**config.mk**
```make
export PLATFORM = sky130hd
export DESIGN_NAME = vga_timing_gen
export DESIGN_NICKNAME = d
export VERILOG_FILES = /design/src/rtl/vga_timing_gen.sv
export SDC_FILE = /design/constraint.sdc
export NUM_CORES = 1
export LEC_CHECK = 0
export BUFFER_PORTS_ARGS = -buffer_cell sky130_fd_sc_hd__clkbuf_2
export CORE_AREA = 2 2 77 79
export CTS_CLUSTER_DIAMETER = 120
export DETAILED_ROUTE_END_ITERATION = 16
export DIE_AREA = 0 0 79 81
export PLACE_DENSITY = 0.61
export RECOVER_POWER = 50
export SLEW_MARGIN = 25
export SYNTH_ARGS = -nofsm -noshare
export SYNTH_HDL_FRONTEND = slang
export SYNTH_SLANG_ARGS = --single-unit
```
**constraint.sdc**
```tcl
create_clock -name clk -period 1.7 [get_ports clk]
set_input_delay 0.17 -clock clk [delete_from_list [all_inputs] [get_ports clk]]
set_output_delay 0.17 -clock clk [all_outputs]
set_load 0.03 [all_outputs]
```
**src/rtl/vga_timing_gen.sv**
```systemverilog
// VGA scan timing: pixel divider, px/py counters, registered blanked RGB and active-low syncs.
// Optional macro VGA_TEST_PATTERN_EN adds a test_pattern input selecting 8 vertical colour bars.
module vga_timing_gen #(
   parameter int unsigned CLK_DIV  = 2,
   parameter int unsigned H_ACTIVE = 640,
   parameter int unsigned H_FP     = 16,
   parameter int unsigned H_SYNC   = 96,
   parameter int unsigned H_BP     = 48,
   parameter int unsigned V_ACTIVE = 480,
   parameter int unsigned V_FP     = 10,
   parameter int unsigned V_SYNC   = 2,
   parameter int unsigned V_BP     = 33
) (
   input  logic       clk,
   input  logic       reset,
`ifdef VGA_TEST_PATTERN_EN
   input  logic       test_pattern,
`endif
   input  logic [3:0] rgb_red_in,
   input  logic [3:0] rgb_green_in,
   input  logic [3:0] rgb_blue_in,
   output logic [9:0] px,
   output logic [9:0] py,
   output logic       video_on,
   output logic       pix_tick,
   output logic       frame_start,
   output logic [3:0] vga_r,
   output logic [3:0] vga_g,
   output logic [3:0] vga_b,
   output logic       vga_hs,
   output logic       vga_vs
);

   localparam int unsigned H_TOTAL = H_ACTIVE + H_FP + H_SYNC + H_BP;
   localparam int unsigned V_TOTAL = V_ACTIVE + V_FP + V_SYNC + V_BP;
   localparam int unsigned DIV_W   = (CLK_DIV > 1) ? $clog2(CLK_DIV) : 1;

   localparam logic [DIV_W-1:0] DIV_LAST = DIV_W'(CLK_DIV - 1);
   localparam logic [9:0] H_LAST   = 10'(H_TOTAL - 1);
   localparam logic [9:0] V_LAST   = 10'(V_TOTAL - 1);
   localparam logic [9:0] H_ACT    = 10'(H_ACTIVE);
   localparam logic [9:0] V_ACT    = 10'(V_ACTIVE);
   localparam logic [9:0] HS_FIRST = 10'(H_ACTIVE + H_FP);
   localparam logic [9:0] HS_LAST  = 10'(H_ACTIVE + H_FP + H_SYNC - 1);
   localparam logic [9:0] VS_FIRST = 10'(V_ACTIVE + V_FP);
   localparam logic [9:0] VS_LAST  = 10'(V_ACTIVE + V_FP + V_SYNC - 1);

   logic [DIV_W-1:0] div_cnt;
   logic             run;
   logic             hs_active;
   logic             vs_active;
   logic [11:0]      out_rgb;

   // run holds the divider for one clk after reset so the first tick lands CLK_DIV clks later
   always_ff @(posedge clk) begin
      if (reset) begin
         run     <= 1'b0;
         div_cnt <= '0;
      end else begin
         run <= 1'b1;
         if (run) begin
            div_cnt <= (div_cnt == DIV_LAST) ? '0 : div_cnt + DIV_W'(1);
         end
      end
   end

   assign pix_tick = run && (div_cnt == DIV_LAST);

   always_ff @(posedge clk) begin
      if (reset) begin
         px <= '0;
         py <= '0;
      end else if (pix_tick) begin
         if (px == H_LAST) begin
            px <= '0;
            py <= (py == V_LAST) ? '0 : py + 10'd1;
         end else begin
            px <= px + 10'd1;
         end
      end
   end

   assign video_on  = (px < H_ACT) && (py < V_ACT);
   assign hs_active = (px >= HS_FIRST) && (px <= HS_LAST);
   assign vs_active = (py >= VS_FIRST) && (py <= VS_LAST);

`ifdef VGA_TEST_PATTERN_EN
   localparam logic [9:0] BAR_W = 10'(H_ACTIVE / 8);
   logic [9:0] bar;
   assign bar = px / BAR_W;
`endif

   always_comb begin
      out_rgb = {rgb_red_in, rgb_green_in, rgb_blue_in};
`ifdef VGA_TEST_PATTERN_EN
      if (test_pattern) begin
         case (bar)
            10'd0:   out_rgb = 12'hFFF;
            10'd1:   out_rgb = 12'hFF0;
            10'd2:   out_rgb = 12'h0FF;
            10'd3:   out_rgb = 12'h0F0;
            10'd4:   out_rgb = 12'hF0F;
            10'd5:   out_rgb = 12'hF00;
            10'd6:   out_rgb = 12'h00F;
            default: out_rgb = 12'h000;
         endcase
      end
`endif
      if (!video_on) out_rgb = '0;
   end

   // Output stage captures the pixel the counters are leaving, so pins lag px/py by one tick
   always_ff @(posedge clk) begin
      if (reset) begin
         vga_r       <= '0;
         vga_g       <= '0;
         vga_b       <= '0;
         vga_hs      <= 1'b1;
         vga_vs      <= 1'b1;
         frame_start <= 1'b0;
      end else begin
         frame_start <= pix_tick && (px == H_LAST) && (py == V_LAST);
         if (pix_tick) begin
            vga_r  <= out_rgb[11:8];
            vga_g  <= out_rgb[7:4];
            vga_b  <= out_rgb[3:0];
            vga_hs <= ~hs_active;
            vga_vs <= ~vs_active;
         end
      end
   end

endmodule
```
Word-level counts from Yosys, hierarchy flattened
Index checks and enable logic that the tools add are counted.

storage, ports and cells
  bits in registers = 37
  bits in latches = 0
  RAM bits = 0
  memory bits (read-only) = 0
  bits of input ports = 14
  logic and storage cells = 35
  memories = 0

cells by class
  add/sub/neg operators = 3
  multipliers = 0
  divide/modulo/power cells = 0
  magnitude comparators = 6
  equal/unequal tests = 2
  shift-type cells = 0
  mux-type cells = 5
  bitwise gates (word level) = 2
  reduce and logical (&&, ||, !) cells = 7

operator list
  operator                                                                           number
  10-bit by 1-bit adder with 10-bit output, second input constant                    2
  10-bit == test, second input constant                                              2
  10-bit 2-to-1 mux                                                                  2
  12-bit 2-to-1 mux                                                                  1
  10-bit >= comparator, second input constant                                        1
  10-bit by 9-bit >= comparator with 1-bit output, second input constant             1
  10-bit less-or-equal comparator, second input constant                             1
  10-bit by 9-bit less-or-equal comparator with 1-bit output, second input constant  1
  10-bit < comparator, second input constant                                         1
  10-bit by 9-bit < comparator with 1-bit output, second input constant              1
  1-bit logical AND                                                                  6
  1-bit 2-to-1 mux                                                                   2
  1-bit NOT                                                                          2
  2-bit AND reduction                                                                1
  1-bit adder, second input constant                                                 1

Longest topological paths before layout
  depth after elaboration = 3
  gate-level depth with buffers = 8
  gate-level depth less buffers = 6

Worst setup path before layout
Ideal clock, no wire load.

  path kind = register -> register
  start = register px[0]
  end = register py[7]
  data arrival time = 1.894 ns
  data required time = 1.634 ns
  path slack = -0.260 ns
  cell stages (with the launch flop) = 8
  cells stage by stage = dfxtp_1 > ha_1 > and4_1 > buf_2 > nand4_2 > buf_6 > or3_1 > a21oi_2

between the ends
  word-level cells in the longest chain between the ends = 2

ends and longest elaborated chain
  item                                  line  RTL
  start: declaration                    22    output logic [9:0] px,
  start signal: assignment              78    px <= px + 10'd1;
  10-bit == test                        74    if (px == H_LAST) begin
  2-bit AND reduction (no source line)  -
  end signal: assignment                76    py <= (py == V_LAST) ? '0 : py + 10'd1;
  end: declaration                      23    output logic [9:0] py,

Every way passes these cells.
A chain may end at the register's enable or synchronous reset.

Worst setup path after layout
  start = register px[1]
  end = register py[3]

The elaborated chain is that of the path after synthesis.

==> run_summary.xml <==
<?xml version="1.0" encoding="UTF-8"?>
<metrics>
  <group name="route">
    <metric name="remaining_drc_errors" unit="">0</metric>
    <metric name="drt_iter0_drc" unit="">45</metric>
    <metric name="vias" unit="">1478</metric>
    <metric name="via_per_inst" unit="">4.692</metric>
    <metric name="route.detailed.wl_per_inst" unit="um">12.19</metric>
    <metric name="detailedRoute.firstPassIterationCount" unit="">4</metric>
    <metric name="detail-route-antenna-nets" unit="">0</metric>
    <metric name="drt_wl_total" unit="um">3841</metric>
  </group>
  <group name="power">
    <metric name="p_sw_share" unit="%">23.89</metric>
    <metric name="p_switching" unit="mW">0.4238</metric>
    <metric name="p_leak" unit="nW">0.8332</metric>
    <metric name="ir_worst_vdd" unit="V">0.0004349</metric>
    <metric name="p_per_area" unit="nW/um2">814.3</metric>
    <metric name="relative_contribution_of_sequential_cells_to_total_power" unit="%">50.7</metric>
    <metric name="power.internal" unit="mW">1.350</metric>
    <metric name="power.share.combinational" unit="%">7.7</metric>
    <metric name="finalPower" unit="mW">1.774</metric>
    <metric name="power.share.clock" unit="%">41.6</metric>
  </group>
  <group name="clock_network">
    <metric name="clk-insertion-delay-late" unit="ns">0.29</metric>
    <metric name="cts_tree" unit="">built</metric>
    <metric name="cts_root_buf" unit="">sky130_fd_sc_hd__clkbuf_8</metric>
    <metric name="cts_buffers" unit="">5</metric>
    <metric name="clk_buf_depth" unit="">2</metric>
    <metric name="cts_max_level" unit="">2</metric>
    <metric name="cts_hold_repair.buffers" unit="">0</metric>
    <metric name="clkTransAtPathRegs" unit="ns">0.08</metric>
    <metric name="count_of_clock_tree_sinks" unit="">37</metric>
  </group>
  <group name="critical_path">
    <metric name="start_kind" unit="">flop</metric>
    <metric name="worst_endpoint_required_time" unit="ns">1.93</metric>
    <metric name="critPathMaxFanout" unit="">5</metric>
    <metric name="regToRegSetupSlack" unit="ns">0.07</metric>
    <metric name="crit_type" unit="">flop to flop</metric>
    <metric name="worst_r2r_path_depth" unit="">6</metric>
    <metric name="worstSetupEndpointType" unit="">flop</metric>
    <metric name="critPathArrivalTime" unit="ns">1.86</metric>
  </group>
  <group name="finish">
    <metric name="final.fill_count" unit="">621</metric>
    <metric name="layout_commonest_cell" unit="">sky130_fd_sc_hd__clkbuf_1</metric>
    <metric name="finish.net_count" unit="">257</metric>
    <metric name="fraction_of_final_layout_cells_sized_beyond_drive_strength_1" unit="%">30.83</metric>
    <metric name="final_cell_mix" unit="">sky130_fd_sc_hd__clkbuf_1, sky130_fd_sc_hd__dfxtp_1, sky130_fd_sc_hd__buf_4</metric>
    <metric name="antenna_cells" unit="">0</metric>
    <metric name="synthToLayoutAreaGrowth" unit="%">35.91</metric>
  </group>
  <group name="sta">
    <metric name="hold_slack" unit="ns">0.07669</metric>
    <metric name="grt_setup_unrepaired" unit="">yes</metric>
    <metric name="slew_violations" unit="">0</metric>
    <metric name="period_needed" unit="ns">1.633</metric>
    <metric name="slew_headroom" unit="%">53.72</metric>
    <metric name="number_of_endpoints_failing_setup_at_the_final_stage" unit="">0</metric>
    <metric name="period_share" unit="%">96.07</metric>
    <metric name="max_freq" unit="MHz">612.3</metric>
    <metric name="worst_slew_pin_slew" unit="ns">0.6942</metric>
    <metric name="final-hold-violation-count" unit="">0</metric>
    <metric name="clock_skew" unit="ns">0.01039</metric>
  </group>
  <group name="floorplan">
    <metric name="die_h" unit="um">81</metric>
    <metric name="initial_utilization" unit="%">28.24</metric>
    <metric name="core_area" unit="um2">5675</metric>
    <metric name="core_rows" unit="">28</metric>
    <metric name="fp.dieArea" unit="um2">6399</metric>
    <metric name="die_w" unit="um">79</metric>
    <metric name="design.portCount" unit="">51</metric>
  </group>
  <group name="hold_path">
    <metric name="hold_class" unit="">input port to flop</metric>
    <metric name="min_path_cells" unit="">2</metric>
  </group>
  <group name="yosys">
    <metric name="yosys.area_share.xor_xnor" unit="%">6.011</metric>
    <metric name="post_synth_num_cell_types" unit="">37</metric>
    <metric name="syn_area" unit="um2">1603</metric>
    <metric name="synth.net_count" unit="">187</metric>
    <metric name="synth_simple_gate_area_share" unit="%">24.82</metric>
    <metric name="synthesis.instances" unit="">169</metric>
    <metric name="yosys.area_share.adder" unit="%">3.123</metric>
    <metric name="synth-edff-count" unit="">0</metric>
    <metric name="yosys_warnings" unit="">0</metric>
    <metric name="syn_avg_cell_area" unit="um2">9.484</metric>
    <metric name="synth-seq-area-share" unit="%">46.21</metric>
    <metric name="largest_family_of_logic_cells_by_synthesized_area" unit="">simple AND/OR/NAND/NOR gates</metric>
    <metric name="synth-async-reset-ratio" unit="%">0</metric>
    <metric name="synth-seq-cells" unit="">37</metric>
    <metric name="synth_ff_type" unit="">sky130_fd_sc_hd__dfxtp_1</metric>
    <metric name="synth.area.mux_share" unit="%">0</metric>
    <metric name="synth_compound_gate_area_share" unit="%">14.60</metric>
  </group>
  <group name="global_routing">
    <metric name="first_global_vias" unit="">1314</metric>
    <metric name="grt_start_max_net_pins" unit="">16</metric>
    <metric name="overflow" unit="">0</metric>
    <metric name="grt_first_pass_wirelength" unit="um">6216</metric>
    <metric name="globalRouteTotalUtil" unit="%">12.77</metric>
    <metric name="number_of_antenna_violations_at_the_first_check_in_global_routing" unit="">0</metric>
  </group>
  <group name="placement">
    <metric name="dp.final_hpwl" unit="um">2878</metric>
    <metric name="port_buffers" unit="">50</metric>
    <metric name="place_congestion" unit="">0.8188</metric>
  </group>
  <group name="run_status">
    <metric name="outcome" unit="">finished, final reports clean</metric>
  </group>
  <group name="flow_run">
    <metric name="drv.max_cap_violation_count" unit="">0</metric>
  </group>
</metrics>
-- critical path, cell delays in order, from the launching register on --
cell and delay (ns):
sky130_fd_sc_hd__dfxtp_4 0.36, sky130_fd_sc_hd__ha_4 0.14, sky130_fd_sc_hd__and4_4 0.25, sky130_fd_sc_hd__buf_4 0.13
sky130_fd_sc_hd__nand4_1 0.16, sky130_fd_sc_hd__or3_1 0.41, sky130_fd_sc_hd__a21oi_1 0.12
-- timing repair --
action | 4_1_cts | 5_1_grt
endpoints found under the hold margin | 0 | 0
gates resized for setup | 0 | 7
setup endpoints to repair | 0 | 21
buffers inserted | 0 | 2
-- sequential cells by signal, summed over array words and instances (netlist names) --
| register | count |
|---|---|
| vga_hs | 1 |
| px | 10 |
| vga_b | 4 |
| run | 1 |
| py | 10 |
| vga_vs | 1 |
| frame_start | 1 |
| vga_r | 4 |
| vga_g | 4 |
| div_cnt | 1 |
-- final cells by class --
cell class / instances / area (um2) / area share, %
clock inverters: 1 / 7.507 / 0.3446
flip-flops and latches: 37 / 762.0 / 34.98
multi-input cells: 116 / 807.0 / 37.05
inverters: 7 / 26.28 / 1.206
well taps: 75 / 93.84 / 4.308
repair buffers: 72 / 374.1 / 17.17
clock buffers: 7 / 107.6 / 4.940
-- final timing paths --
check / startpoint / end
worst max-delay path: px[1] / py[3]
worst min-delay path: rgb_blue_in[2] / vga_b[2]
worst max register to register: px[1] / py[3]
worst min register to register: vga_vs / vga_vs
-- routing by layer --
layer / routed length, um / track usage (%) / up-vias
met5: 0 / 0 / -
li1: - / - / 752
met3: 194 / 4.444 / 6
met4: 75 / 7.414 / 0
met1: 1739 / 15.55 / 687
met2: 1832 / 19.58 / 33
-- power by group through the flow --
stage,Clock (mW),Combinational (mW),Sequential (mW)
final,0.738,0.136,0.900
after global routing,0.813,0.150,0.903
after CTS,0.775,0.143,0.900
after detailed placement,0,0.143,0.919
after global placement,0,0.141,0.920
after floorplan,0,0.0524,0.955
-- logic make-up (layout without fill, tap and decap cells) --
kind of cell / after synthesis / after routing
adders and majority gates: 4 / 4
AOI/OAI and AO/OA: 34 / 34
DFF: 37 / 37
buffers and inverters: 16 / 87
and+or+nand+nor: 67 / 67
xor gates and xnor gates: 11 / 11
-- through the flow --
stage	setup slack (ns)	instances	instance area, um2	utilization, %	TNS [ns]
2_1_floorplan	0.005290	169	1652	-	0
3_3_place_gp	0.05226	305	2074	36.55	0
5_1_grt	-0.03813	315	2178	38.38	-0.05762
4_1_cts	0.01991	313	2190	38.58	0
3_5_place_dp	0.04373	305	2074	36.55	0
6_report	0.06682	315	2178	38.38	0
-- cell usage after synthesis (all sizes together) (4+ instances only) --
| library cell | count | area [um2] |
|---|---|---|
| a21oi | 10 | 57.56 |
| a22o | 12 | 105.1 |
| and3 | 5 | 33.78 |
| buf | 6 | 46.28 |
| dfxtp | 37 | 740.7 |
| ha | 4 | 50.05 |
| inv | 7 | 26.28 |
| nand2 | 9 | 33.78 |
| nand3 | 9 | 45.04 |
| nand4 | 8 | 56.30 |
| nor2 | 9 | 33.78 |
| nor3 | 9 | 45.04 |
| o21ai | 9 | 45.04 |
| or3 | 7 | 46.29 |
| xnor2 | 6 | 52.55 |
| xor2 | 5 | 43.79 |
Power figures use the tool's default switching activity.
